<file path="src/rtl/wave_rom_scheduler_if.sv">
// Channel/ROM bus of the waveform ROM scheduler: requester controls, ROM port and sample return.
interface wave_rom_scheduler_if #(
    parameter int DATA_WIDTH = 8,
    parameter int ADDR_WIDTH = 10,
    parameter int TABLE_BITS = 2,
    parameter int N_CH       = 4
);
    localparam int IDX_W = ADDR_WIDTH - TABLE_BITS;
    localparam int CH_W  = (N_CH > 1) ? $clog2(N_CH) : 1;

    logic [N_CH-1:0]            req;
    logic [N_CH*TABLE_BITS-1:0] sel;
    logic [N_CH*IDX_W-1:0]      step;
    logic [N_CH-1:0]            clr;
    logic [N_CH-1:0]            gnt;
    logic                       rom_en;
    logic [ADDR_WIDTH-1:0]      rom_addr;
    logic [DATA_WIDTH-1:0]      rom_data;
    logic                       smp_valid;
    logic [DATA_WIDTH-1:0]      smp_data;
    logic [CH_W-1:0]            smp_ch;
    logic                       busy;

    modport master (
        output req, sel, step, clr, rom_data,
        input  gnt, rom_en, rom_addr, smp_valid, smp_data, smp_ch, busy
    );

    modport slave (
        input  req, sel, step, clr, rom_data,
        output gnt, rom_en, rom_addr, smp_valid, smp_data, smp_ch, busy
    );
endinterface

</file>
<file path="src/rtl/wave_rom_scheduler.sv">
// Round-robin sharing of one waveform ROM among N_CH phase-accumulator channels.
// Define WAVE_SCHED_CH0_PRIO_EN to give channel 0 fixed top priority.
module wave_rom_scheduler #(
    parameter int DATA_WIDTH = 8,
    parameter int ADDR_WIDTH = 10,
    parameter int TABLE_BITS = 2,
    parameter int N_CH       = 4
) (
    input  logic                 clk,
    input  logic                 rst_n,
    wave_rom_scheduler_if.slave  bus
);
    localparam int IDX_W = ADDR_WIDTH - TABLE_BITS;
    localparam int CH_W  = (N_CH > 1) ? $clog2(N_CH) : 1;

    logic [IDX_W-1:0]      ph [N_CH];
    logic [CH_W-1:0]       rr;
    logic [CH_W-1:0]       issue_ch;

    logic [N_CH-1:0]       gnt_q;
    logic                  rom_en_q;
    logic [ADDR_WIDTH-1:0] rom_addr_q;
    logic                  smp_valid_q;
    logic [DATA_WIDTH-1:0] smp_data_q;
    logic [CH_W-1:0]       smp_ch_q;

    logic                  hit;
    logic [CH_W-1:0]       g;
    logic [CH_W-1:0]       cand;
    logic [TABLE_BITS-1:0] sel_g;
    logic [IDX_W-1:0]      step_g;
    logic [IDX_W-1:0]      idx_g;
    int unsigned           c;

    // Cyclic search from rr+1; the first requester found wins.
    always_comb begin
        hit  = 1'b0;
        g    = '0;
        c    = 0;
        cand = '0;
`ifdef WAVE_SCHED_CH0_PRIO_EN
        if (bus.req[0]) begin
            hit = 1'b1;
        end
`endif
        for (int unsigned k = 1; k <= N_CH; k++) begin
            c    = (32'(rr) + k) % N_CH;
            cand = CH_W'(c);
`ifdef WAVE_SCHED_CH0_PRIO_EN
            if (!hit && (cand != '0) && bus.req[cand]) begin
`else
            if (!hit && bus.req[cand]) begin
`endif
                hit = 1'b1;
                g   = cand;
            end
        end
        sel_g  = bus.sel[g*TABLE_BITS +: TABLE_BITS];
        step_g = bus.step[g*IDX_W +: IDX_W];
        idx_g  = bus.clr[g] ? '0 : ph[g];
    end

    always_ff @(posedge clk or negedge rst_n) begin
        if (!rst_n) begin
            gnt_q       <= '0;
            rom_en_q    <= 1'b0;
            rom_addr_q  <= '0;
            smp_valid_q <= 1'b0;
            smp_data_q  <= '0;
            smp_ch_q    <= '0;
            issue_ch    <= '0;
            rr          <= CH_W'(N_CH - 1);
            for (int unsigned i = 0; i < N_CH; i++) begin
                ph[i] <= '0;
            end
        end else begin
            rom_en_q    <= hit;
            smp_valid_q <= rom_en_q;
            if (rom_en_q) begin
                smp_data_q <= bus.rom_data;
                smp_ch_q   <= issue_ch;
            end
            gnt_q <= hit ? (N_CH'(1) << g) : '0;
            if (hit) begin
                rom_addr_q <= {sel_g, idx_g};
                issue_ch   <= g;
`ifdef WAVE_SCHED_CH0_PRIO_EN
                if (g != '0) begin
                    rr <= g;
                end
`else
                rr <= g;
`endif
            end
            // A clear on the granted channel is already folded into idx_g.
            for (int unsigned i = 0; i < N_CH; i++) begin
                if (hit && (g == CH_W'(i))) begin
                    ph[i] <= idx_g + step_g;
                end else if (bus.clr[i]) begin
                    ph[i] <= '0;
                end
            end
        end
    end

    assign bus.gnt       = gnt_q;
    assign bus.rom_en    = rom_en_q;
    assign bus.rom_addr  = rom_addr_q;
    assign bus.smp_valid = smp_valid_q;
    assign bus.smp_data  = smp_data_q;
    assign bus.smp_ch    = smp_ch_q;
    assign bus.busy      = rom_en_q | smp_valid_q;
endmodule
</file>
<file path="src/flat_wrapper.sv">
// flat-port wrapper written by rule: the top's interface ports become plain ports
module wave_rom_scheduler_flat 
#(
    parameter int DATA_WIDTH = 8,
    parameter int ADDR_WIDTH = 10,
    parameter int TABLE_BITS = 2,
    parameter int N_CH       = 4
)
  (clk, rst_n, bus_req, bus_sel, bus_step, bus_clr, bus_rom_data, bus_gnt, bus_rom_en, bus_rom_addr, bus_smp_valid, bus_smp_data, bus_smp_ch, bus_busy);
  wave_rom_scheduler_if #(.DATA_WIDTH(DATA_WIDTH), .ADDR_WIDTH(ADDR_WIDTH), .TABLE_BITS(TABLE_BITS), .N_CH(N_CH)) bus_i ();
  input  logic clk;
  input  logic rst_n;
  input wire logic [$bits(bus_i.req)-1:0] bus_req;
  input wire logic [$bits(bus_i.sel)-1:0] bus_sel;
  input wire logic [$bits(bus_i.step)-1:0] bus_step;
  input wire logic [$bits(bus_i.clr)-1:0] bus_clr;
  input wire logic [$bits(bus_i.rom_data)-1:0] bus_rom_data;
  output wire logic [$bits(bus_i.gnt)-1:0] bus_gnt;
  output wire logic [$bits(bus_i.rom_en)-1:0] bus_rom_en;
  output wire logic [$bits(bus_i.rom_addr)-1:0] bus_rom_addr;
  output wire logic [$bits(bus_i.smp_valid)-1:0] bus_smp_valid;
  output wire logic [$bits(bus_i.smp_data)-1:0] bus_smp_data;
  output wire logic [$bits(bus_i.smp_ch)-1:0] bus_smp_ch;
  output wire logic [$bits(bus_i.busy)-1:0] bus_busy;
  assign bus_i.req = bus_req;
  assign bus_i.sel = bus_sel;
  assign bus_i.step = bus_step;
  assign bus_i.clr = bus_clr;
  assign bus_i.rom_data = bus_rom_data;
  assign bus_gnt = bus_i.gnt;
  assign bus_rom_en = bus_i.rom_en;
  assign bus_rom_addr = bus_i.rom_addr;
  assign bus_smp_valid = bus_i.smp_valid;
  assign bus_smp_data = bus_i.smp_data;
  assign bus_smp_ch = bus_i.smp_ch;
  assign bus_busy = bus_i.busy;
  wave_rom_scheduler #(.DATA_WIDTH(DATA_WIDTH), .ADDR_WIDTH(ADDR_WIDTH), .TABLE_BITS(TABLE_BITS), .N_CH(N_CH)) u_core (.clk(clk), .rst_n(rst_n), .bus(bus_i));
endmodule
</file>
<file path="config.mk">
export PLATFORM = sky130hd
export DESIGN_NAME = wave_rom_scheduler_flat
export DESIGN_NICKNAME = d
export VERILOG_FILES = /design/src/rtl/wave_rom_scheduler_if.sv /design/src/rtl/wave_rom_scheduler.sv /design/src/flat_wrapper.sv
export SDC_FILE = /design/constraint.sdc
export NUM_CORES = 1
export LEC_CHECK = 0
export BUFFER_PORTS_ARGS = -buffer_cell sky130_fd_sc_hd__buf_2
export CAP_MARGIN = 20
export CORE_ASPECT_RATIO = 0.9
export CORE_MARGIN = 1
export CORE_UTILIZATION = 57
export DETAILED_ROUTE_END_ITERATION = 7
export GPL_ROUTABILITY_DRIVEN = 1
export GPL_TIMING_DRIVEN = 0
export PLACE_DENSITY = 0.85
export SYNTH_ARGS = -nofsm -noshare
export SYNTH_HDL_FRONTEND = slang
export SYNTH_SLANG_ARGS = --single-unit
</file>
<file path="constraint.sdc">
create_clock -name clk -period 7.8 [get_ports clk]
set_input_delay 0.39 -clock clk [delete_from_list [all_inputs] [get_ports clk]]
set_output_delay 0.39 -clock clk [all_outputs]
set_load 0.05 [all_outputs]
</file>
==> results of run 1 <==
==> per-stage QoR <==
stage	setup slack, ps	utilization, %	hold slack (ps)
global route	1950	72.3	142
CTS	2550	72.3	103
global placement	2690	68.2	413
detailed placement	2560	68.5	416
finish	2490	72.3	87.7
floorplan	3610	-	94.4
==> path summary, 6_finish.rpt <==
kind,slack (ps),startpoint,endpoint,depth (start not counted)
min in group clk,280,bus_rom_data[3],u_core.bus.smp_data[3]$_DFFE_PN0P_,2
min,90,rst_n,u_core.bus.gnt[0]$_DFF_PN0_,1
max,2490,u_core.rr[1]$_DFFE_PN1P_,u_core.ph[23]$_DFFE_PN0P_,15
max in group asynchronous,7100,rst_n,u_core.ph[26]$_DFFE_PN0P_,2
min reg2reg,430,u_core.bus.rom_en$_DFF_PN0_,u_core.bus.smp_valid$_DFF_PN0_,0
max reg2reg,2490,u_core.rr[1]$_DFFE_PN1P_,u_core.ph[23]$_DFFE_PN0P_,15
==> final cells by class <==
cell class / count / area, sq um / area share [%]
timing repair buffer: 85 / 440 / 10.7
tap: 70 / 87.6 / 2.13
clock buffer: 12 / 145 / 3.52
buffer: 15 / 61.3 / 1.49
inverter: 11 / 41.3 / 1.00
multi-input combinational: 239 / 1720 / 41.7
clock inverter: 4 / 70.1 / 1.70
sequential: 62 / 1550 / 37.7
==> registers in the layout, indices dropped and copies added (netlist names) <==
name / count
u_core.bus.gnt: 4
u_core.bus.rom_addr: 10
u_core.bus.rom_en: 1
u_core.bus.smp_ch: 2
u_core.bus.smp_data: 8
u_core.bus.smp_valid: 1
u_core.issue_ch: 2
u_core.ph: 32
u_core.rr: 2
==> power groups by stage <==
stage | Clock, mW | Combinational [mW] | Sequential, mW
finish | 0.309 | 0.799 | 0.480
global route | 0.324 | 0.871 | 0.493
CTS | 0.312 | 0.797 | 0.479
detailed placement | 0 | 0.790 | 0.484
global placement | 0 | 0.761 | 0.480
floorplan | 0 | 0.473 | 0.590
==> cell usage after synthesis (all sizes together), types with 3 or more instances <==
library cell / count / area share, %
or2: 3 / 0.56
a21o: 3 / 0.67
nor2: 22 / 2.4
buf: 4 / 0.59
mux2i: 11 / 3.3
nand3: 3 / 0.44
nor3: 5 / 0.89
nor4: 3 / 0.56
nor2b: 10 / 1.9
nand2: 12 / 1.3
nor3b: 6 / 1.3
ha: 7 / 2.6
o21ai: 37 / 5.5
a222oi: 4 / 1.2
a21oi: 17 / 2.5
nand4: 5 / 0.93
dfrtp: 60 / 44
mux2: 17 / 5.7
clkbuf: 11 / 1.2
o22ai: 5 / 0.93
nand3b: 32 / 7.1
xor2: 5 / 1.3
inv: 10 / 1.1
a211oi: 8 / 1.8
nand2b: 3 / 0.56
==> logic make-up after synthesis <==
group	share of synthesized area (%)
buf+inv	3.04
simple gates	19.2
fa+ha+maj	3.19
flops	46.1
xor+xnor	1.30
compound gates	17.0
mux	10.3
==> critical path: stages (launching register included) <==
cell and delay, ps:
dfstp_2 520, clkbuf_1 340, nor2_1 140, nor3_2 630, clkbuf_1 500, buf_2 360
mux2i_1 220, a21oi_1 100, ha_1 340, nor2b_1 160, o31a_1 270, o41ai_1 830
clkbuf_1 400, nor3b_1 230, o21ai_0 110, nand3_1 90
==> metal layers <==
metal	GRT usage (%)	vias to the layer above	routed length (um)
met5	0	-	0
met4	10.7	0	161
met3	5.81	13	587
met2	46.4	112	4140
met1	35.5	1447	3500
li1	-	1411	-
==> metrics, run 1 <==
outcome completed; P&R area growth vs syn 22.0%; hold buffers post-CTS 0; Std-Cell Core Area 5690 sq um; Avg WL per Cell 16.8 um; largest net degree at the start of global routing 34; site row count 26; ant diodes 0; fin crit share 68.0%; final setup fails 0; Chip Width 83.1 um; Top FF cell, synth dfrtp_1; vias in the first global route 2,696; gr ovfl total 0; Power, Total 1.59 mW; critical path endpoint category flop; ys async rst share 100%; worst slew pin tran 1020 ps; Seq/Total Area, Yosys 46.1%; syn nets 393; unrepaired setup endpoints after global routing no; Crit Path Max Fanout 10; Nets 489; clock sinks 62; gpl congestion 0.826; post-route ant nets 0; via count 2,983; NetSw 0.704 mW; clk_lat worst skew 340 ps; worst hold path class in2async; Post-synth EDFFs 0; sequential power share 30.2%; DRT Wirelength 8390 um; Synth Cell Area 3370 sq um; Worst-path clk slew 60 ps; post-layout minimum cycle time 5310 ps; Port Buffer Count 84; initial core utilization 59.3%; CTS resizes 0; via/cell ratio 5.99; most frequent cells in the layout buf_2 (88), dfrtp_1 (60), o21ai_0 (37); 1st-iter DRT viols 166; worst vdd ir 0.286 mV; fin cells 498; synthesized area per cell 10.3 sq um; DP Area 3900 sq um; Die Height 75.0 um; Die ar. 6230 sq um; setup_tns 0 ps; WP data required 8070 ps; Lkg Pwr 1.90 nW; arrival time of the worst setup path 5580 ps; DP HPWL 6210 um; Startpoint Class flop; Root Buffer clkbuf_8; iteration count of the initial detailed-routing pass 5; flip-flop and latch count after synthesis 62; commonest non-fill, non-tap cell in the layout buf_2; Power Density 386 nW/um^2; cell internal pwr 0.885 mW; GRT Total Usage 27.4%; CTS Buffer Depth 2; postcts setup bufs 0; # IOs 85; Ys Warns 0; initial antenna violation count 0; number of max-cap violations 0; Max H-tree Level 3; Cells after Synth 327; share of cells above drive strength 1 30.6%; FMAX 0.188 GHz; clock skew 6.23 ps; Switching Share 44.3%; CTS tree yes; first-pass GRT wire length 13,100 um; slew margin rel. 30.8%; critical path class reg2reg; synth unique cells 46; Clock Power Share 19.4%; fin area 4120 sq um; Filler cells 426; Hold Fails Final Rpt 0; Gate power share 50.3%; Slew Viols, Final 0; placed insts 482; Inserted Clock Buffers 9; # DRC 0
(Power assumes the default switching activity.)
==> inputs of run 2 (changes only) <==
- CORE_UTILIZATION: 57 -> 53
- PLACE_DENSITY: 0.85 -> 0.8
- clock period: 7.8 -> 5.1 ns (I/O delays scaled with it)
==> metrics, run 2 (same netlist as run 1, synthesis figures left out) <==
outcome completed (unchanged); Die Height 77.7 um (was 75.0 um); P&R area growth vs syn 22.8% (was 22.0%); WP data required 5380 ps (was 8070 ps); arrival time of the worst setup path 4890 ps (was 5580 ps); most frequent cells in the layout buf_2 (88), dfrtp_1 (60), o21ai_0 (37) (unchanged); Port Buffer Count 84 (unchanged); worst vdd ir 0.372 mV (was 0.286 mV); commonest non-fill, non-tap cell in the layout buf_2 (unchanged); setup ws final 488 ps (was 2490 ps); highest layer used for signal routing met4 (unchanged); DP HPWL 6130 um (was 6210 um); Max H-tree Level 3 (unchanged); Setup WS pre-CTS -103 ps (was 2560 ps); iteration count of the initial detailed-routing pass 5 (unchanged); fin crit share 90.4% (was 68.0%); Root Buffer clkbuf_8 (unchanged); FMAX 0.217 GHz (was 0.188 GHz); GRT Total Usage 26.1% (was 27.4%); final setup fails 0 (unchanged); most flop-heavy register u_core.ph (unchanged); Critical Path Max Stage Delay 650 ps (was 830 ps); Power Density 577 nW/um^2 (was 386 nW/um^2); Nets 491 (was 489); post-route ant nets 0 (unchanged); Worst-path clk slew 70 ps (was 60 ps); ant diodes 0 (unchanged); slew margin rel. 46.1% (was 30.8%); CTS Buffer Depth 2 (unchanged); crit path max-delay cell type o22ai_1 (was o41ai_1); Avg WL per Cell 16.1 um (was 16.8 um); gr ovfl total 0 (unchanged); Hold Fails Final Rpt 0 (unchanged); Inserted Clock Buffers 9 (unchanged); largest net degree at the start of global routing 34 (unchanged); via/cell ratio 5.88 (was 5.99); met2 wire length 4090 um (was 4140 um); M1 wire length 3530 um (was 3500 um); number of max-cap violations 0 (unchanged); clock sinks 62 (unchanged); Die ar. 6690 sq um (was 6230 sq um); critical path endpoint category flop (unchanged); # DRC 0 (unchanged); max reg flops 32 (unchanged); via count 3,032 (was 2,983); Slew Viols, Final 0 (unchanged); site row count 27 (was 26); worst hold path class in2reg (was in2async); CP Cell Sequence clkbuf_1 -> inv_1 -> a2bb2oi_1 -> o22ai_1 -> a222oi_1 -> a21oi_1 -> ha_1 -> a21oi_1 -> nor2b_1 -> o31a_1 -> o41ai_2 -> clkbuf_1 -> nor3b_1 -> o21ai_0 -> nand3_1 (was clkbuf_1 -> nor2_1 -> nor3_2 -> clkbuf_1 -> buf_2 -> mux2i_1 -> a21oi_1 -> ha_1 -> nor2b_1 -> o31a_1 -> o41ai_1 -> clkbuf_1 -> nor3b_1 -> o21ai_0 -> nand3_1); initial core utilization 54.9% (was 59.3%); initial antenna violation count 0 (unchanged); gpl congestion 0.862 (was 0.826); # IOs 85 (unchanged); metal3 WL 557 um (was 587 um); worst slew pin tran 809 ps (was 1020 ps); Crit Path Max Fanout 10 (unchanged); critical path class reg2reg (unchanged); Chip Width 86.1 um (was 83.1 um); Lkg Pwr 1.90 nW (about the same); vias in the first global route 2,776 (was 2,696); WHS 143 ps (was 87.7 ps); 1st-iter DRT viols 184 (was 166); clk_lat worst skew 340 ps (about the same); first-pass GRT wire length 13,300 um (was 13,100 um); post-layout minimum cycle time 4610 ps (was 5310 ps); clock skew 10.3 ps (was 6.23 ps); DRT Wirelength 8300 um (was 8390 um); Std-Cell Core Area 6150 sq um (was 5690 sq um); Startpoint Class flop (unchanged); share of cells above drive strength 1 31.2% (was 30.6%); CTS tree yes (unchanged); unrepaired setup endpoints after global routing no (unchanged)
[run 2: cell types whose count changed in the layout (fill, tap and decap cells not counted)]
cell / before / now
o311ai_1: 0 / 1
clkinvlp_4: 0 / 1
dlygate4sd3_1: 0 / 1
nor3_4: 0 / 1
nor3_2: 1 / 0
clkbuf_1: 13 / 11
buf_4: 0 / 1
clkbuf_2: 0 / 1
o41ai_2: 0 / 1
o41ai_1: 1 / 0
o311ai_0: 1 / 0
bufinv_16: 2 / 1
[run 2: layer usage]
metal,track usage [%],vias up
met2,42.2,121
met5,0,-
li1,-,1410
met1,34.8,1489
met3,5.64,12
met4,9.00,0
[run 2: what timing repair did]
action                                 in CTS  in global routing
hold buffers                                1                  0
resized for setup                           1                  4
endpoints found under the hold margin      28                  0
setup buffers                               0                  1
setup endpoints to repair                   4                  4
[run 2: final cells by class]
type | instances | area [sq um]
clock buffer | 11 | 141
clock inverter | 4 | 47.5
fill | 507 | 2000
sequential | 62 | 1550
inverter | 11 | 41.3
timing repair buffer | 87 | 458
tap | 87 | 109
multi-input combinational | 239 | 1730
buffer | 15 | 62.6
[run 2: worst max-delay path: cells and delay by family (launching register included)]
kind                       cells  cell delay [ps]
AOI/OAI and AO/OA              8             2440
DFF                            1              520
adders and majority gates      1              280
and+or+nand+nor                3              400
buffers and inverters          3              920
[run 2: power by group]
group          switching [mW]  leakage [nW]  internal [mW]  total, mW
Combinational           0.812          1.03          0.423       1.24
Sequential             0.0821         0.784          0.654      0.736
Clock                   0.186        0.0952          0.235      0.420
[run 2: worst paths after layout]
kind                                        startpoint  slack, ps                            endpoint  cells after the start
setup reg to reg              u_core.rr[1]$_DFFE_PN1P_        490           u_core.ph[23]$_DFFE_PN0P_                     15
hold reg to reg            u_core.bus.rom_en$_DFF_PN0_        430      u_core.bus.smp_valid$_DFF_PN0_                      0
min in group asynchronous                        rst_n        490  u_core.bus.smp_data[0]$_DFFE_PN0P_                      2
setup / recovery              u_core.rr[1]$_DFFE_PN1P_        490           u_core.ph[23]$_DFFE_PN0P_                     15
max in group asynchronous                        rst_n       3950            u_core.rr[0]$_DFFE_PN1P_                      3
hold / removal                         bus_rom_data[3]        140  u_core.bus.smp_data[3]$_DFFE_PN0P_                      2
[run 2: stage by stage]
step	power [mW]	setup TNS (ps)	area (sq um)	utilization, %	std cells
global placement	1.90	0	3900	63.5	498
floorplan	1.63	0	3370	-	327
finish	2.39	0	4150	67.4	516
CTS	2.38	0	4130	67.2	515
detailed placement	1.95	-355	3920	63.8	499
global route	2.55	0	4150	67.4	516
==> inputs of run 3 (changes only) <==
- MAX_ROUTING_LAYER: not set -> met4
==> metrics, run 3 (same netlist as run 1, synthesis figures left out) <==
arrival time of the worst setup path 4890 ps (about the same); worst hold path class in2reg (unchanged); number of max-cap violations 0 (unchanged); post-layout minimum cycle time 4610 ps (about the same); clock skew 8.08 ps (was 10.3 ps); Avg WL per Cell 16.0 um (was 16.1 um); # DRC 0 (unchanged); commonest non-fill, non-tap cell in the layout buf_2 (unchanged); slew margin rel. 46.1% (about the same); Crit Path Max Fanout 10 (unchanged); ant diodes 0 (unchanged); P&R area growth vs syn 22.8% (unchanged); Filler cells 507 (unchanged); fin crit share 90.4% (about the same); Port Buffer Count 84 (unchanged); worst slew pin tran 809 ps (about the same); clock sinks 62 (unchanged); site row count 27 (unchanged); Inserted Clock Buffers 9 (unchanged); Std-Cell Core Area 6150 sq um (unchanged); share of cells above drive strength 1 31.2% (unchanged); worst r2r dst u_core.ph[23]$_DFFE_PN0P_ (unchanged); GRT Total Usage 26.9% (was 26.1%); Critical Path Max Stage Delay 650 ps (about the same); via count 3,024 (was 3,032); fin area 4150 sq um (unchanged); reg2reg path depth 15 (unchanged); R2R Setup Slk 490 ps (about the same); unrepaired setup endpoints after global routing no (unchanged); post-route ant nets 0 (unchanged); Die ar. 6690 sq um (unchanged); Nets 491 (unchanged); Power Density 577 nW/um^2 (about the same); Hold Startpoint bus_rom_data[3] (unchanged); critical path class reg2reg (unchanged); Hold Fails Final Rpt 0 (unchanged); crit path from u_core.rr[1]$_DFFE_PN1P_ (unchanged); Startpoint Class flop (unchanged); Slew Viols, Final 0 (unchanged); crit path max-delay cell type o22ai_1 (unchanged); Hold Crit Endpoint u_core.bus.smp_data[3]$_DFFE_PN0P_ (unchanged); Worst-path clk slew 70 ps (about the same); most frequent cells in the layout buf_2 (88), dfrtp_1 (60), o21ai_0 (37) (unchanged); worst path bufs/invs 3 (unchanged); Root Buffer clkbuf_8 (unchanged); iteration count of the initial detailed-routing pass 5 (unchanged); FMAX 0.217 GHz (about the same); DP Area 3920 sq um (unchanged); max reg flops 32 (unchanged); Worst Hold Path Cells 2 (unchanged); cell count along the critical path 15 (unchanged); outcome completed (unchanged); largest net degree at the start of global routing 34 (unchanged); first-pass GRT wire length 13,300 um (about the same); Lkg Pwr 1.90 nW (unchanged); # IOs 85 (unchanged); Die Height 77.7 um (unchanged); CP Cell Sequence clkbuf_1 -> inv_1 -> a2bb2oi_1 -> o22ai_1 -> a222oi_1 -> a21oi_1 -> ha_1 -> a21oi_1 -> nor2b_1 -> o31a_1 -> o41ai_2 -> clkbuf_1 -> nor3b_1 -> o21ai_0 -> nand3_1 (unchanged); cell family with most CP delay compound AO/OA/AOI/OAI gates (unchanged); gr ovfl total 0 (unchanged); worst vdd ir 0.374 mV (was 0.372 mV); Max H-tree Level 3 (unchanged); clk_lat worst skew 340 ps (about the same); CTS Buffer Depth 2 (unchanged); setup_tns 0 ps (unchanged); final setup fails 0 (unchanged); initial core utilization 54.9% (unchanged); Power, Total 2.39 mW (about the same); via/cell ratio 5.86 (was 5.88); DP HPWL 6130 um (unchanged); CTS tree yes (unchanged); initial antenna violation count 0 (unchanged); Chip Width 86.1 um (unchanged); 1st-iter DRT viols 205 (was 184); vias in the first global route 2,785 (was 2,776); critical path endpoint category flop (unchanged); most flop-heavy register u_core.ph (unchanged); DRT Wirelength 8250 um (was 8300 um); worst r2r src u_core.rr[1]$_DFFE_PN1P_ (unchanged); gpl congestion 0.876 (was 0.862); WP data required 5380 ps (about the same)
-- run 3: repair_timing --
action,4_1_cts,5_1_grt
hold endpoints to repair,28,0
setup buffers,0,1
gates resized for setup,1,4
hold buffers,1,0
endpoints found under the setup margin,4,4
-- run 3: cell type report --
cell class                 count  area (sq um)  area share, %
buffer                        15          62.6           1.51
clock buffer                  11           141           3.41
clock inverter                 4          47.5           1.15
inverter                      11          41.3          0.996
multi-input combinational    239          1730           41.8
sequential                    62          1550           37.5
tap                           87           109           2.63
timing repair buffer          87           458           11.0
-- run 3: worst register-to-register path, delay by kind of cell, from the launching register on --
kind | cells | cell delay (ps)
adders and majority gates | 1 | 280
buffers and inverters | 3 | 920
DFF | 1 | 520
and+or+nand+nor | 3 | 400
AOI/OAI and AO/OA | 8 | 2440
-- run 3: routing by layer --
| layer | GRT usage, % | share of wire [%] | vias to the layer above |
|---|---|---|---|
| met4 | 7.50 | 1.5 | 0 |
| met5 | - | 0 | - |
| li1 | - | - | 1408 |
| met3 | 6.91 | 6.9 | 17 |
| met1 | 34.6 | 43 | 1480 |
| met2 | 42.3 | 49 | 119 |
-- run 3: worst max path at each step --
stage	to
after global routing	u_core.ph[15]$_DFFE_PN0P_
after floorplan	u_core.ph[23]$_DFFE_PN0P_
after global placement	u_core.ph[15]$_DFFE_PN0P_
after CTS	u_core.ph[23]$_DFFE_PN0P_
final	u_core.ph[23]$_DFFE_PN0P_
after detailed placement	u_core.ph[15]$_DFFE_PN0P_
-- run 3: through the flow --
| stage | hold slack, ps | cells | setup slack [ps] | utilization [%] |
|---|---|---|---|---|
| after floorplan | -40.6 | 327 | 910 | - |
| after global routing | 133 | 516 | 53.0 | 67.4 |
| final | 147 | 516 | 488 | 67.4 |
| after detailed placement | 331 | 499 | -103 | 63.8 |
| after CTS | 134 | 515 | 190 | 67.2 |
| after global placement | 416 | 498 | 52.2 | 63.5 |
-- run 3: where the power goes --
part	switching, mW	leakage [nW]	internal (mW)
Sequential	0.0816	0.784	0.654
Clock	0.185	0.0952	0.235
Combinational	0.813	1.03	0.423
